===== config.mk =====
export PLATFORM = sky130hd
export DESIGN_NAME = erx_deframer_flat
export DESIGN_NICKNAME = d
export VERILOG_FILES = /design/src/rtl/erx_deframer_if.sv /design/src/rtl/erx_deframer.sv /design/src/flat_wrapper.sv
export SDC_FILE = /design/constraint.sdc
export NUM_CORES = 1
export LEC_CHECK = 0
export CORE_AREA = 10 10 162 164
export DETAILED_ROUTE_END_ITERATION = 16
export DIE_AREA = 0 0 172 174
export DONT_BUFFER_PORTS = 1
export PLACE_DENSITY = 0.62
export REMOVE_ABC_BUFFERS = 1
export SYNTH_ARGS = -nofsm -noshare
export SYNTH_HDL_FRONTEND = slang
export SYNTH_SLANG_ARGS = --single-unit
export TNS_END_PERCENT = 50

===== constraint.sdc =====
create_clock -name clk -period 10.4 [get_ports clk]
set_input_delay 1.04 -clock clk [delete_from_list [all_inputs] [get_ports clk]]
set_output_delay 1.04 -clock clk [all_outputs]
set_load 0.02 [all_outputs]

===== src/rtl/erx_deframer_if.sv =====
// Link-side byte stream in, emesh packet strobe out.
// The link/bench drives the master modport and the deframer sits on the slave modport.
interface erx_deframer_if #(
   parameter int unsigned PW = 104
) ();
   logic          rx_frame;
   logic [7:0]    rx_byte;
   logic          rx_access;
   logic [PW-1:0] rx_packet;
   logic          rx_burst;
   logic [7:0]    err_count;

   modport master (
      output rx_frame,
      output rx_byte,
      input  rx_access,
      input  rx_packet,
      input  rx_burst,
      input  err_count
   );

   modport slave (
      input  rx_frame,
      input  rx_byte,
      output rx_access,
      output rx_packet,
      output rx_burst,
      output err_count
   );
endinterface


===== src/rtl/erx_deframer.sv =====
// Emesh link deframer: assembles byte-serial link frames into 104-bit emesh packets,
// including write bursts whose destination address advances by 8 per beat.
module erx_deframer #(
   parameter int unsigned PW = 104
) (
   input logic          clk,
   input logic          reset,
   erx_deframer_if.slave bus
);

   typedef enum logic [2:0] {StIdle, StCtrl, StAddr, StData, StDrain} state_t;

   state_t        r_state;
   logic [2:0]    r_cnt;
   logic [7:0]    r_ctrl;
   logic [31:0]   r_dst;
   logic [55:0]   r_shift;
   logic          r_cont;
   logic          r_access;
   logic          r_burst;
   logic [PW-1:0] r_packet;
   logic [7:0]    r_err;

   logic [63:0]   w_beat;
   logic          w_burst_wr;
   logic          w_err_sat;
   logic [PW-1:0] w_packet;

   // The byte on the wire this cycle completes the beat, so the packet is built around it.
   assign w_beat     = {r_shift, bus.rx_byte};
   assign w_burst_wr = r_ctrl[1] & r_ctrl[0];
   assign w_err_sat  = (r_err == 8'hFF);
   assign w_packet   = {w_beat[31:0], w_beat[63:32], r_dst,
                        1'b0, r_ctrl[7:4], r_ctrl[3:2], r_ctrl[1]};

   always_ff @(posedge clk or posedge reset) begin
      if (reset) begin
         r_state  <= StIdle;
         r_cnt    <= '0;
         r_ctrl   <= '0;
         r_dst    <= '0;
         r_shift  <= '0;
         r_cont   <= 1'b0;
         r_access <= 1'b0;
         r_burst  <= 1'b0;
         r_packet <= '0;
         r_err    <= '0;
      end else begin
         r_access <= 1'b0;
         r_burst  <= 1'b0;
         case (r_state)
            StIdle: begin
               if (bus.rx_frame) begin
                  r_ctrl  <= bus.rx_byte;
                  r_cnt   <= '0;
                  r_cont  <= 1'b0;
                  r_state <= StAddr;
               end
            end

            StAddr: begin
               if (!bus.rx_frame) begin
                  r_state <= StIdle;
                  if (!w_err_sat) r_err <= r_err + 8'd1;
               end else begin
                  r_dst <= {r_dst[23:0], bus.rx_byte};
                  if (r_cnt == 3'd3) begin
                     r_cnt   <= '0;
                     r_state <= StData;
                  end else begin
                     r_cnt <= r_cnt + 3'd1;
                  end
               end
            end

            StData: begin
               if (!bus.rx_frame) begin
                  r_state <= StIdle;
                  if (!w_err_sat) r_err <= r_err + 8'd1;
               end else begin
                  r_shift <= w_beat[55:0];
                  if (r_cnt == 3'd7) begin
                     r_access <= 1'b1;
                     r_burst  <= r_cont;
                     r_packet <= w_packet;
                     r_dst    <= r_dst + 32'd8;
                     r_cnt    <= '0;
                     if (w_burst_wr) begin
                        r_cont  <= 1'b1;
                        r_state <= StCtrl;
                     end else begin
                        r_state <= StDrain;
                     end
                  end else begin
                     r_cnt <= r_cnt + 3'd1;
                  end
               end
            end

            // Burst continuation: this cycle's byte is already data byte 0 of the next beat.
            StCtrl: begin
               if (!bus.rx_frame) begin
                  r_state <= StIdle;
               end else begin
                  r_shift <= w_beat[55:0];
                  r_cnt   <= 3'd1;
                  r_state <= StData;
               end
            end

            StDrain: begin
               if (!bus.rx_frame) r_state <= StIdle;
            end

            default: r_state <= StIdle;
         endcase
      end
   end

   assign bus.rx_access = r_access;
   assign bus.rx_packet = r_packet;
   assign bus.rx_burst  = r_burst;
   assign bus.err_count = r_err;

endmodule


===== src/flat_wrapper.sv =====
// flat-port wrapper written by rule: the top's interface ports become plain ports
module erx_deframer_flat 
#(
   parameter int unsigned PW = 104
)
  (clk, reset, bus_rx_frame, bus_rx_byte, bus_rx_access, bus_rx_packet, bus_rx_burst, bus_err_count);
  erx_deframer_if #(.PW(PW)) bus_i ();
  input logic clk;
  input logic reset;
  input wire logic [$bits(bus_i.rx_frame)-1:0] bus_rx_frame;
  input wire logic [$bits(bus_i.rx_byte)-1:0] bus_rx_byte;
  output wire logic [$bits(bus_i.rx_access)-1:0] bus_rx_access;
  output wire logic [$bits(bus_i.rx_packet)-1:0] bus_rx_packet;
  output wire logic [$bits(bus_i.rx_burst)-1:0] bus_rx_burst;
  output wire logic [$bits(bus_i.err_count)-1:0] bus_err_count;
  assign bus_i.rx_frame = bus_rx_frame;
  assign bus_i.rx_byte = bus_rx_byte;
  assign bus_rx_access = bus_i.rx_access;
  assign bus_rx_packet = bus_i.rx_packet;
  assign bus_rx_burst = bus_i.rx_burst;
  assign bus_err_count = bus_i.err_count;
  erx_deframer #(.PW(PW)) u_core (.clk(clk), .reset(reset), .bus(bus_i));
endmodule

### Word level (Yosys, flattened, before mapping)

Cells that the tools add are included.

* register bits after elaboration: 216
* memory bits (writable): 0
* output and inout port bits: 114
* input port bits: 11
* memories: 0
* logic and storage cells: 77
* bits in latches: 0
* bits in read-only memories: 0

* order comparisons: 0
* divide/modulo/power cells: 0
* add/subtract/negate cells: 3
* equality and inequality tests: 16
* bitwise operators: 3
* multipliers: 0
* mux-type cells: 31
* shifts and indexed selects: 0
* reduce and logical (&&, ||, !) cells: 14

Operators by type and width (number)
* $mux 32: 3
* $pmux 32 s2: 1
* $mux 3: 13
* $add 32x4->32 const B: 1
* $pmux 3 s5: 1
* $pmux 3 s4: 1
* $mux 1: 10
* $ne 2x2->1 const B: 5
* $reduce_and 5->1: 2
* $eq 3x2->1 const B: 3
* $add 8x1->8 const B: 1
* $eq 8x8->1 const B: 1
* $reduce_and 4->1: 2
* $eq 3x3->1 const B: 2
* $ne 3x2->1 const B: 2
* $reduce_and 3->1: 2
* $ne 2x1->1 const B: 2
* $reduce_and 2->1: 2
* $reduce_bool 2->1: 2
* $reduce_bool 4->1: 1
* $reduce_or 2->1: 2
* $add 3x1->3 const B: 1
* $eq 3x1->1 const B: 1
* $logic_not 3->1: 1
* other kinds (4): 5

### Depth between registers and ports, before layout

Gate-level depths: netlist of the first run.

* depth in word-level cells: 5
* depth in mapped cells: 10

### Worst setup path after synthesis of the first run

Ideal clock, no wire load.

* kind: input port to flip-flop
* from: input bus_rx_frame
* to: register u_core.r_dst[31]
* library setup time: 0.071 ns
* arrival: 2.099 ns
* path slack: 8.230 ns
* stages: 5
* cell sequence: nand3b_1 > a21oi_2 > nand2_2 > or4_1 > nand4_1

* longest elaborated chain between the ends: 2
* elaborated cells on any way between the ends: 3
* classes of those cells: 2 x eq/ne; 1 x reduce/logical

RTL lines
* start: declaration: line flat_wrapper.sv:10 `input wire logic [$bits(bus_i.rx_frame)-1:0] bus_rx_frame;`
* $ne 2x2->1 (no source line)
* $reduce_and 4->1 (no source line) (*)
* end signal: assignment: line erx_deframer.sv:66 `r_dst <= {r_dst[23:0], bus.rx_byte};`
* end signal: assignment: line erx_deframer.sv:86 `r_dst <= r_dst + 32'd8;`
* end: declaration: line erx_deframer.sv:16 `logic [31:0] r_dst;`

Every way passes the cells marked *; elsewhere a longest branch is shown, timed or not.
A chain may end at the register's enable or synchronous reset.

### Final worst setup path of the first run

* from: register u_core.r_cnt[0]
* to: register u_core.r_packet[47] (netlist: u_core.bus.rx_packet[47])

* longest elaborated chain between the ends: 2

RTL lines
* start: declaration: line erx_deframer.sv:14 `logic [2:0] r_cnt;`
* start signal: assignment: line erx_deframer.sv:71 `r_cnt <= r_cnt + 3'd1;`
* start signal: assignment: line erx_deframer.sv:95 `r_cnt <= r_cnt + 3'd1;`
* $eq 3x3->1: line erx_deframer.sv:82 `if (r_cnt == 3'd7) begin`
* $reduce_and 3->1 (no source line)
* end signal: assignment: line erx_deframer.sv:85 `r_packet <= w_packet;`
* end: declaration: line erx_deframer.sv:21 `logic [PW-1:0] r_packet;`

Every way passes these cells.

==> impl_metrics.py, run 1 <==
metrics = {
    "status": {
        "status": "finished clean",
    },
    "timing": {
        "post-route-min-period_ns": 3.410,
        "report.final.hold_viol_count": 0,
        "timing.final.ws_setup_ns": 6.990,
        "timing.final.max_slew_violations": 0,
        "relSlewSlack": 0.3611,
        "worst_pin_slew_ns": 0.9584,
        "clock.fmax_mhz": 293.3,
        "fin_crit_sh": 0.3279,
        "fin_worst_skew_ns": 0.008487,
        "setup-tns-final_ns": 0,
        "final_setup_violations": 0,
        "unrepaired_setup_endpoints_after_global_routing": "no",
    },
    "flow_run": {
        "max_cap_viol_count": 0,
    },
    "grt": {
        "initial_antenna_violation_count": 0,
        "grt_first_pass_wirelength_um": 32910,
        "first_global_vias": 5888,
        "groute.usage.overall": 0.1327,
        "grt_remaining_overflow": 0,
        "maximum_number_of_pins_on_one_net_before_global_route_repair": 141,
    },
    "die": {
        "die_h_um": 174,
        "start_util": 0.3929,
        "rows": 56,
        "design.core.area_um2": 23120,
        "dieWidth_um": 172,
        "design.die.area_um2": 29930,
        "ioPinCount": 125,
    },
    "synth": {
        "mappedNetlistArea_um2": 9084,
        "postSynthCellCount": 892,
        "syn_avg_cell_area_um2": 10.18,
        "most_used_flip_flop_cell_after_synthesis": "sky130_fd_sc_hd__dfrtp_1",
        "synth.distinct_cells": 60,
        "synth_async_sr_flop_share": 1.000,
        "yosysSeqAreaShare": 0.5950,
        "synth_edf_count": 0,
        "synth.ff_latch_count": 216,
        "yosysWarnings": 0,
    },
    "setup_path": {
        "worstPathRequired_ns": 10.85,
        "worst-path-max-fanout": 79,
        "path_class": "reg2reg",
        "critical_path.max_stage_delay_ns": 0.75,
        "worst_path_max_delay_cell": "sky130_fd_sc_hd__buf_4",
        "worstPathArrival_ns": 3.86,
        "crit_path_end_kind": "flip-flop",
        "cp-start-kind": "flip-flop",
        "critical_path.cell_chain": "ha_1 > ha_1 > inv_2 > a21oi_2 > buf_4 > nand2_4 > clkinv_2 > buf_4 > nand2_1 > nand2_1",
    },
    "routing": {
        "detail_route.wl_per_cell_um": 17.10,
        "dr_total_vias": 6064,
        "drt_pre_antenna_iters": 4,
        "number_of_remaining_drc_errors": 0,
        "ant_nets": 0,
        "detail_route.iter0.violations": 464,
        "vias_per_cell": 5.143,
        "routed_wl_um": 20160,
    },
    "clocking": {
        "cts.reportedPaths.clkPinSlew_ns": 0.06,
        "numClockSinks": 216,
        "cts_tree": "yes",
        "clock_insertion_delay_worst_skew_ns": 0.51,
        "cts_setup_buffers": 0,
        "cts-resized-gates": 0,
        "cts_htree_levels": 1,
        "ctsLongestPathBuffers": 3,
        "cts_hold_repair.buffers": 0,
        "tritoncts.num_buffers": 24,
        "clock_tree.root_cell": "sky130_fd_sc_hd__clkbuf_16",
    },
    "power": {
        "irDropWorstVdd_mv": 0.1303,
        "power_frac_clock": 0.396,
        "comb_power_share": 0.086,
        "power.sequential.fraction": 0.518,
        "net-switching-power_uw": 616.0,
        "power_per_cell_area_nw_per_um2": 217.0,
        "p_leak_uw": 0.005064,
        "power.total_uw": 2186,
        "switching_share": 0.2817,
        "intPower_uw": 1570,
    },
    "layout": {
        "drive_above_1_share": 0.1564,
        "area_delta_synth_final_pct": 10.94,
        "antennaDiodeCount": 0,
        "utilization": 0.4358,
        "num-nets-final": 888,
    },
    "placed_design": {
        "hpwlAfterDp_um": 12560,
        "dp_slack_ns": 6.718,
        "io_buffer_count": 0,
        "place_congestion": 0.7893,
    },
    "worst_hold_path": {
        "min_path_type": "reg2reg",
    },
}
## sequential cells by signal, summed over array words and instances, names as in the netlist
register,cells
u_core.bus.rx_burst,1
u_core.bus.rx_access,1
u_core.bus.rx_packet,103
u_core.r_shift,56
u_core.r_dst,32
u_core.r_cnt,3
u_core.r_cont,1
u_core.r_state,3
u_core.r_ctrl,8
u_core.bus.err_count,8
## cells in the final DEF, fill, tap and decap left out, types with 4 or more instances in the layout
| cell | netlist | routed |
|---|---|---|
| sky130_fd_sc_hd__a21oi_1 | 29 | 29 |
| sky130_fd_sc_hd__dfrtp_1 | 216 | 216 |
| sky130_fd_sc_hd__nor2_1 | 16 | 15 |
| sky130_fd_sc_hd__nand3_1 | 17 | 17 |
| sky130_fd_sc_hd__and3_1 | 8 | 8 |
| sky130_fd_sc_hd__clkbuf_16 | 0 | 25 |
| sky130_fd_sc_hd__a311oi_1 | 5 | 5 |
| sky130_fd_sc_hd__o21ai_0 | 17 | 17 |
| sky130_fd_sc_hd__o22ai_1 | 14 | 14 |
| sky130_fd_sc_hd__clkbuf_8 | 0 | 5 |
| sky130_fd_sc_hd__clkinv_2 | 0 | 7 |
| sky130_fd_sc_hd__nor3_1 | 7 | 7 |
| sky130_fd_sc_hd__buf_4 | 6 | 7 |
| sky130_fd_sc_hd__ha_1 | 6 | 6 |
| sky130_fd_sc_hd__or3_1 | 5 | 5 |
| sky130_fd_sc_hd__mux2_2 | 68 | 68 |
| sky130_fd_sc_hd__xnor2_1 | 4 | 4 |
| sky130_fd_sc_hd__a2bb2oi_1 | 6 | 6 |
| sky130_fd_sc_hd__nand2_1 | 350 | 349 |
| sky130_fd_sc_hd__nand4_1 | 7 | 7 |
| sky130_fd_sc_hd__and4_1 | 6 | 6 |
## power by group through the flow
stage          combinational (µW)  clock (µW)  sequential, µW
6_report                      188         867            1130
5_1_grt                       220         922            1150
4_1_cts                       192         891            1140
3_5_place_dp                  191           0            1150
3_3_place_gp                  184           0            1150
2_1_floorplan                 160           0            1100
## metal layers
| metal | share of wire | global-route usage | up-vias |
|---|---|---|---|
| met5 | 0 | 0 | - |
| met4 | 0.020 | 0.03342 | 0 |
| met3 | 0.092 | 0.04939 | 30 |
| met2 | 0.45 | 0.2020 | 121 |
| met1 | 0.44 | 0.1741 | 2979 |
| li1 | - | - | 2934 |
## kinds of logic after synthesis
kind of cell,after synthesis,synth area share
other,1,0.0004128
xor gates and xnor gates,7,0.006749
buffers and inverters,60,0.03127
AOI/OAI and AO/OA,93,0.06653
DFF,216,0.5950
muxes,68,0.08430
adders and majority gates,6,0.008264
and+or+nand+nor,441,0.2074
## metrics by stage
| step | std cells | area, µm² | hold slack [ns] |
|---|---|---|---|
| after floorplan | 838 | 8822 | 0.4331 |
| after global placement | 1135 | 9256 | 0.4438 |
| after detailed placement | 1135 | 9256 | 0.4477 |
| after CTS | 1179 | 10080 | 0.4637 |
| after global routing | 1179 | 10080 | 0.4765 |
| final | 1179 | 10080 | 0.4605 |
## Yosys cell counts, drive strengths merged (2+ instances only)
cell type,n,area share
nand2b,2,0.0014
o22ai,14,0.0096
ha,6,0.0083
a211oi,2,0.0017
a31oi,2,0.0014
nand3,18,0.010
buf,30,0.019
and3,11,0.0084
a2bb2oi,6,0.0058
o311ai,2,0.0019
clkbuf,24,0.0099
and4,9,0.0094
xnor2,4,0.0039
nor3,9,0.0061
a21oi,31,0.018
mux2,68,0.084
nand3b,2,0.0017
dfrtp,216,0.60
nor2,16,0.0066
nand2,351,0.15
or3,5,0.0034
a311oi,6,0.0065
xor2,3,0.0029
o211ai,2,0.0017
nand4,7,0.0048
inv,6,0.0025
o21ai,17,0.0094
and2,3,0.0023
a41o,3,0.0036
## worst paths after layout
kind | depth (start not counted) | startpoint | to | slack (ns)
worst max-delay path | 10 | u_core.r_cnt[0] | u_core.bus.rx_packet[47] | 6.99
worst max register to register | 10 | u_core.r_cnt[0] | u_core.bus.rx_packet[47] | 6.99
worst min-delay path | 2 | u_core.r_shift[48] | u_core.bus.rx_packet[64] | 0.46
worst min register to register | 2 | u_core.r_shift[48] | u_core.bus.rx_packet[64] | 0.46
min in group asynchronous | 1 | reset | u_core.bus.rx_packet[61] | 0.58
max in group asynchronous | 2 | reset | u_core.r_dst[27] | 8.26
## cell type report
type | count | area (µm²)
sequential | 216 | 5405
clock buffer | 33 | 705.7
timing repair buffer | 7 | 52.55
clock inverter | 11 | 115.1
multi-input combinational | 616 | 3405
tap | 290 | 362.8
inverter | 6 | 31.28
fill | 2198 | 13050
## critical path, delay by kind of cell, from the launching register on
family,cells,cell delay (ns)
DFF,1,0.40
and+or+nand+nor,3,0.60
buffers and inverters,4,1.64
AOI/OAI and AO/OA,1,0.13
adders and majority gates,2,0.50
Note: power is estimated with default switching activity, not from simulation.
==> inputs of run 2 (changes only) <==
--- a/config.mk
+++ b/config.mk
@@ -9,7 +9,7 @@
 export DETAILED_ROUTE_END_ITERATION = 16
 export DIE_AREA = 0 0 172 174
 export DONT_BUFFER_PORTS = 1
-export PLACE_DENSITY = 0.62
+export PLACE_DENSITY = 0.64
 export REMOVE_ABC_BUFFERS = 1
 export SYNTH_ARGS = -nofsm -noshare
 export SYNTH_HDL_FRONTEND = slang
==> constraint.sdc (replaced) <==
create_clock -name clk -period 3 [get_ports clk]
set_input_delay 0.3 -clock clk [delete_from_list [all_inputs] [get_ports clk]]
set_output_delay 0.3 -clock clk [all_outputs]
set_load 0.02 [all_outputs]
==> run 2 against run 1 <==
Against the previous run: core utilization grew 0.69 points; sequential power rose to 3.5 times the previous value; critical path depth down 3; design area rose by 1.6%; die area stayed put; combinational power grew to 3.6 times the previous value; worst setup slack worse by 6.3 ns.
==> impl_metrics.py, run 2 (same netlist as run 1, synthesis figures left out) <==
metrics = {
    "status": {
        "status": "finished clean",
    },
    "layout": {
        "final_cells": 1195,
        "most_frequent_standard_cell_in_the_layout_excluding_fill_and_tap_cells": "sky130_fd_sc_hd__nand2_1",
        "num-nets-final": 904,
        "postLayoutCellArea_um2": 10240,
        "largest_register_ffs": 103,
        "area_delta_synth_final_pct": 12.70,
        "drive_above_1_share": 0.1582,
        "layout_common_cells": "sky130_fd_sc_hd__nand2_1, sky130_fd_sc_hd__dfrtp_1, sky130_fd_sc_hd__mux2_2, sky130_fd_sc_hd__a21oi_1, sky130_fd_sc_hd__clkbuf_16",
    },
    "timing": {
        "timing.final.max_slew_violations": 0,
        "clock.fmax_mhz": 434.6,
        "tightest_hold_margin_ns": 0.03032,
        "final_setup_violations": 0,
        "unrepaired_setup_endpoints_after_global_routing": "no",
        "relSlewSlack": 0.4213,
        "post-route-min-period_ns": 2.301,
        "fin_crit_sh": 0.7669,
        "report.final.hold_viol_count": 0,
        "setup-tns-final_ns": 0,
        "fin_worst_skew_ns": 0.007637,
        "worst_pin_slew_ns": 0.8680,
    },
    "clocking": {
        "cts_setup_buffers": 0,
        "cts.reportedPaths.clkPinSlew_ns": 0.06,
        "numClockSinks": 216,
        "cts_tree": "yes",
        "cts_htree_levels": 1,
        "clock_insertion_delay_worst_skew_ns": 0.51,
        "ctsLongestPathBuffers": 3,
        "clock_tree.root_cell": "sky130_fd_sc_hd__clkbuf_16",
        "tritoncts.num_buffers": 24,
    },
    "routing": {
        "ant_nets": 0,
        "detail_route.wl_per_cell_um": 17.06,
        "routed_wl_um": 20380,
        "vias_per_cell": 5.154,
        "detail_route.iter0.violations": 544,
        "dr_total_vias": 6159,
        "drt_pre_antenna_iters": 5,
        "number_of_remaining_drc_errors": 0,
    },
    "grt": {
        "use_met2": 0.2138,
        "initial_antenna_violation_count": 1,
        "grt-busiest-layer": "met2",
        "grt_use_met1": 0.1744,
        "met3_usage": 0.04803,
        "first_global_vias": 6156,
        "maximum_number_of_pins_on_one_net_before_global_route_repair": 97,
        "grt_remaining_overflow": 0,
        "grt_first_pass_wirelength_um": 33750,
        "groute.usage.overall": 0.1366,
    },
    "die": {
        "start_util": 0.3929,
        "ioPinCount": 125,
        "die_h_um": 174,
        "rows": 56,
        "design.die.area_um2": 29930,
        "design.core.area_um2": 23120,
        "dieWidth_um": 172,
    },
    "flow_run": {
        "max_cap_viol_count": 0,
    },
    "power": {
        "irDropWorstVdd_mv": 0.3574,
        "p_leak_uw": 0.005142,
        "power_per_cell_area_nw_per_um2": 740.4,
    },
    "placed_design": {
        "post_dp_cell_area_um2": 9326,
        "placed_cells_incl_taps": 1141,
        "io_buffer_count": 0,
        "place_congestion": 0.7766,
        "hpwlAfterDp_um": 13150,
    },
    "setup_path": {
        "worstPathArrival_ns": 2.72,
        "crit_path_end_kind": "flip-flop",
        "worstPathRequired_ns": 3.42,
        "path_class": "reg2reg",
        "cp-start-kind": "flip-flop",
        "worst-path-max-fanout": 26,
        "worst_reg_to_reg_cells": 7,
    },
    "worst_hold_path": {
        "whs_path_depth": 2,
        "min_path_type": "in2reg",
    },
}
run 2: per-stage QoR:
stage	util	power [µW]	setup WS, ns
2_1_floorplan	-	4379	-3.208
3_3_place_gp	0.4034	4624	0.7560
3_5_place_dp	0.4034	4654	0.7167
4_1_cts	0.4426	7690	0.6848
5_1_grt	0.4427	7997	0.4680
6_report	0.4427	7579	0.6992
run 2: where the power goes:
part,total (µW),internal [µW],switching [µW]
registers,3920,3300,622
clock network,2980,1810,1170
logic,678,341,337
total,7580,5450,2120
run 2: worst max-delay path, stage by stage, from the launching register on:
cell,delay [ns]
sky130_fd_sc_hd__dfrtp_1,0.41
sky130_fd_sc_hd__ha_1,0.25
sky130_fd_sc_hd__ha_1,0.25
sky130_fd_sc_hd__inv_2,0.09
sky130_fd_sc_hd__a21o_1,0.69
sky130_fd_sc_hd__or3_1,0.21
sky130_fd_sc_hd__o21ai_0,0.08
sky130_fd_sc_hd__nor3_1,0.22
run 2: routing by layer:
metal	wire length, µm	vias up
met5	0	-
met4	325	0
met3	1895	25
met2	9478	155
met1	8681	3001
li1	-	2978
run 2: cell type report:
type / instances / area (µm²)
clock buffers: 34 / 709.4
inverters: 6 / 31.28
repair buffers: 23 / 222.7
diodes: 1 / 2.502
fillers: 2175 / 12880
clock inverters: 9 / 98.84
multi-input cells: 616 / 3405
well taps: 290 / 362.8
flip-flops and latches: 216 / 5405
run 2: final timing paths:
kind	slack (ns)	startpoint	to
worst max-delay path	0.70	u_core.r_cnt[0]	u_core.r_dst[27]
worst min-delay path	0.03	bus_rx_byte[7]	u_core.r_dst[7]
worst max register to register	0.70	u_core.r_cnt[0]	u_core.r_dst[27]
worst min register to register	0.46	u_core.r_ctrl[5]	u_core.bus.rx_packet[4]
max in group asynchronous	1.79	reset	u_core.r_dst[25]
min in group asynchronous	0.41	reset	u_core.bus.rx_packet[61]
run 2: repair_timing:
item | in CTS | in global routing
gates resized for setup | 0 | 0
hold buffers | 10 | 0
endpoints found under the hold margin | 127 | 0
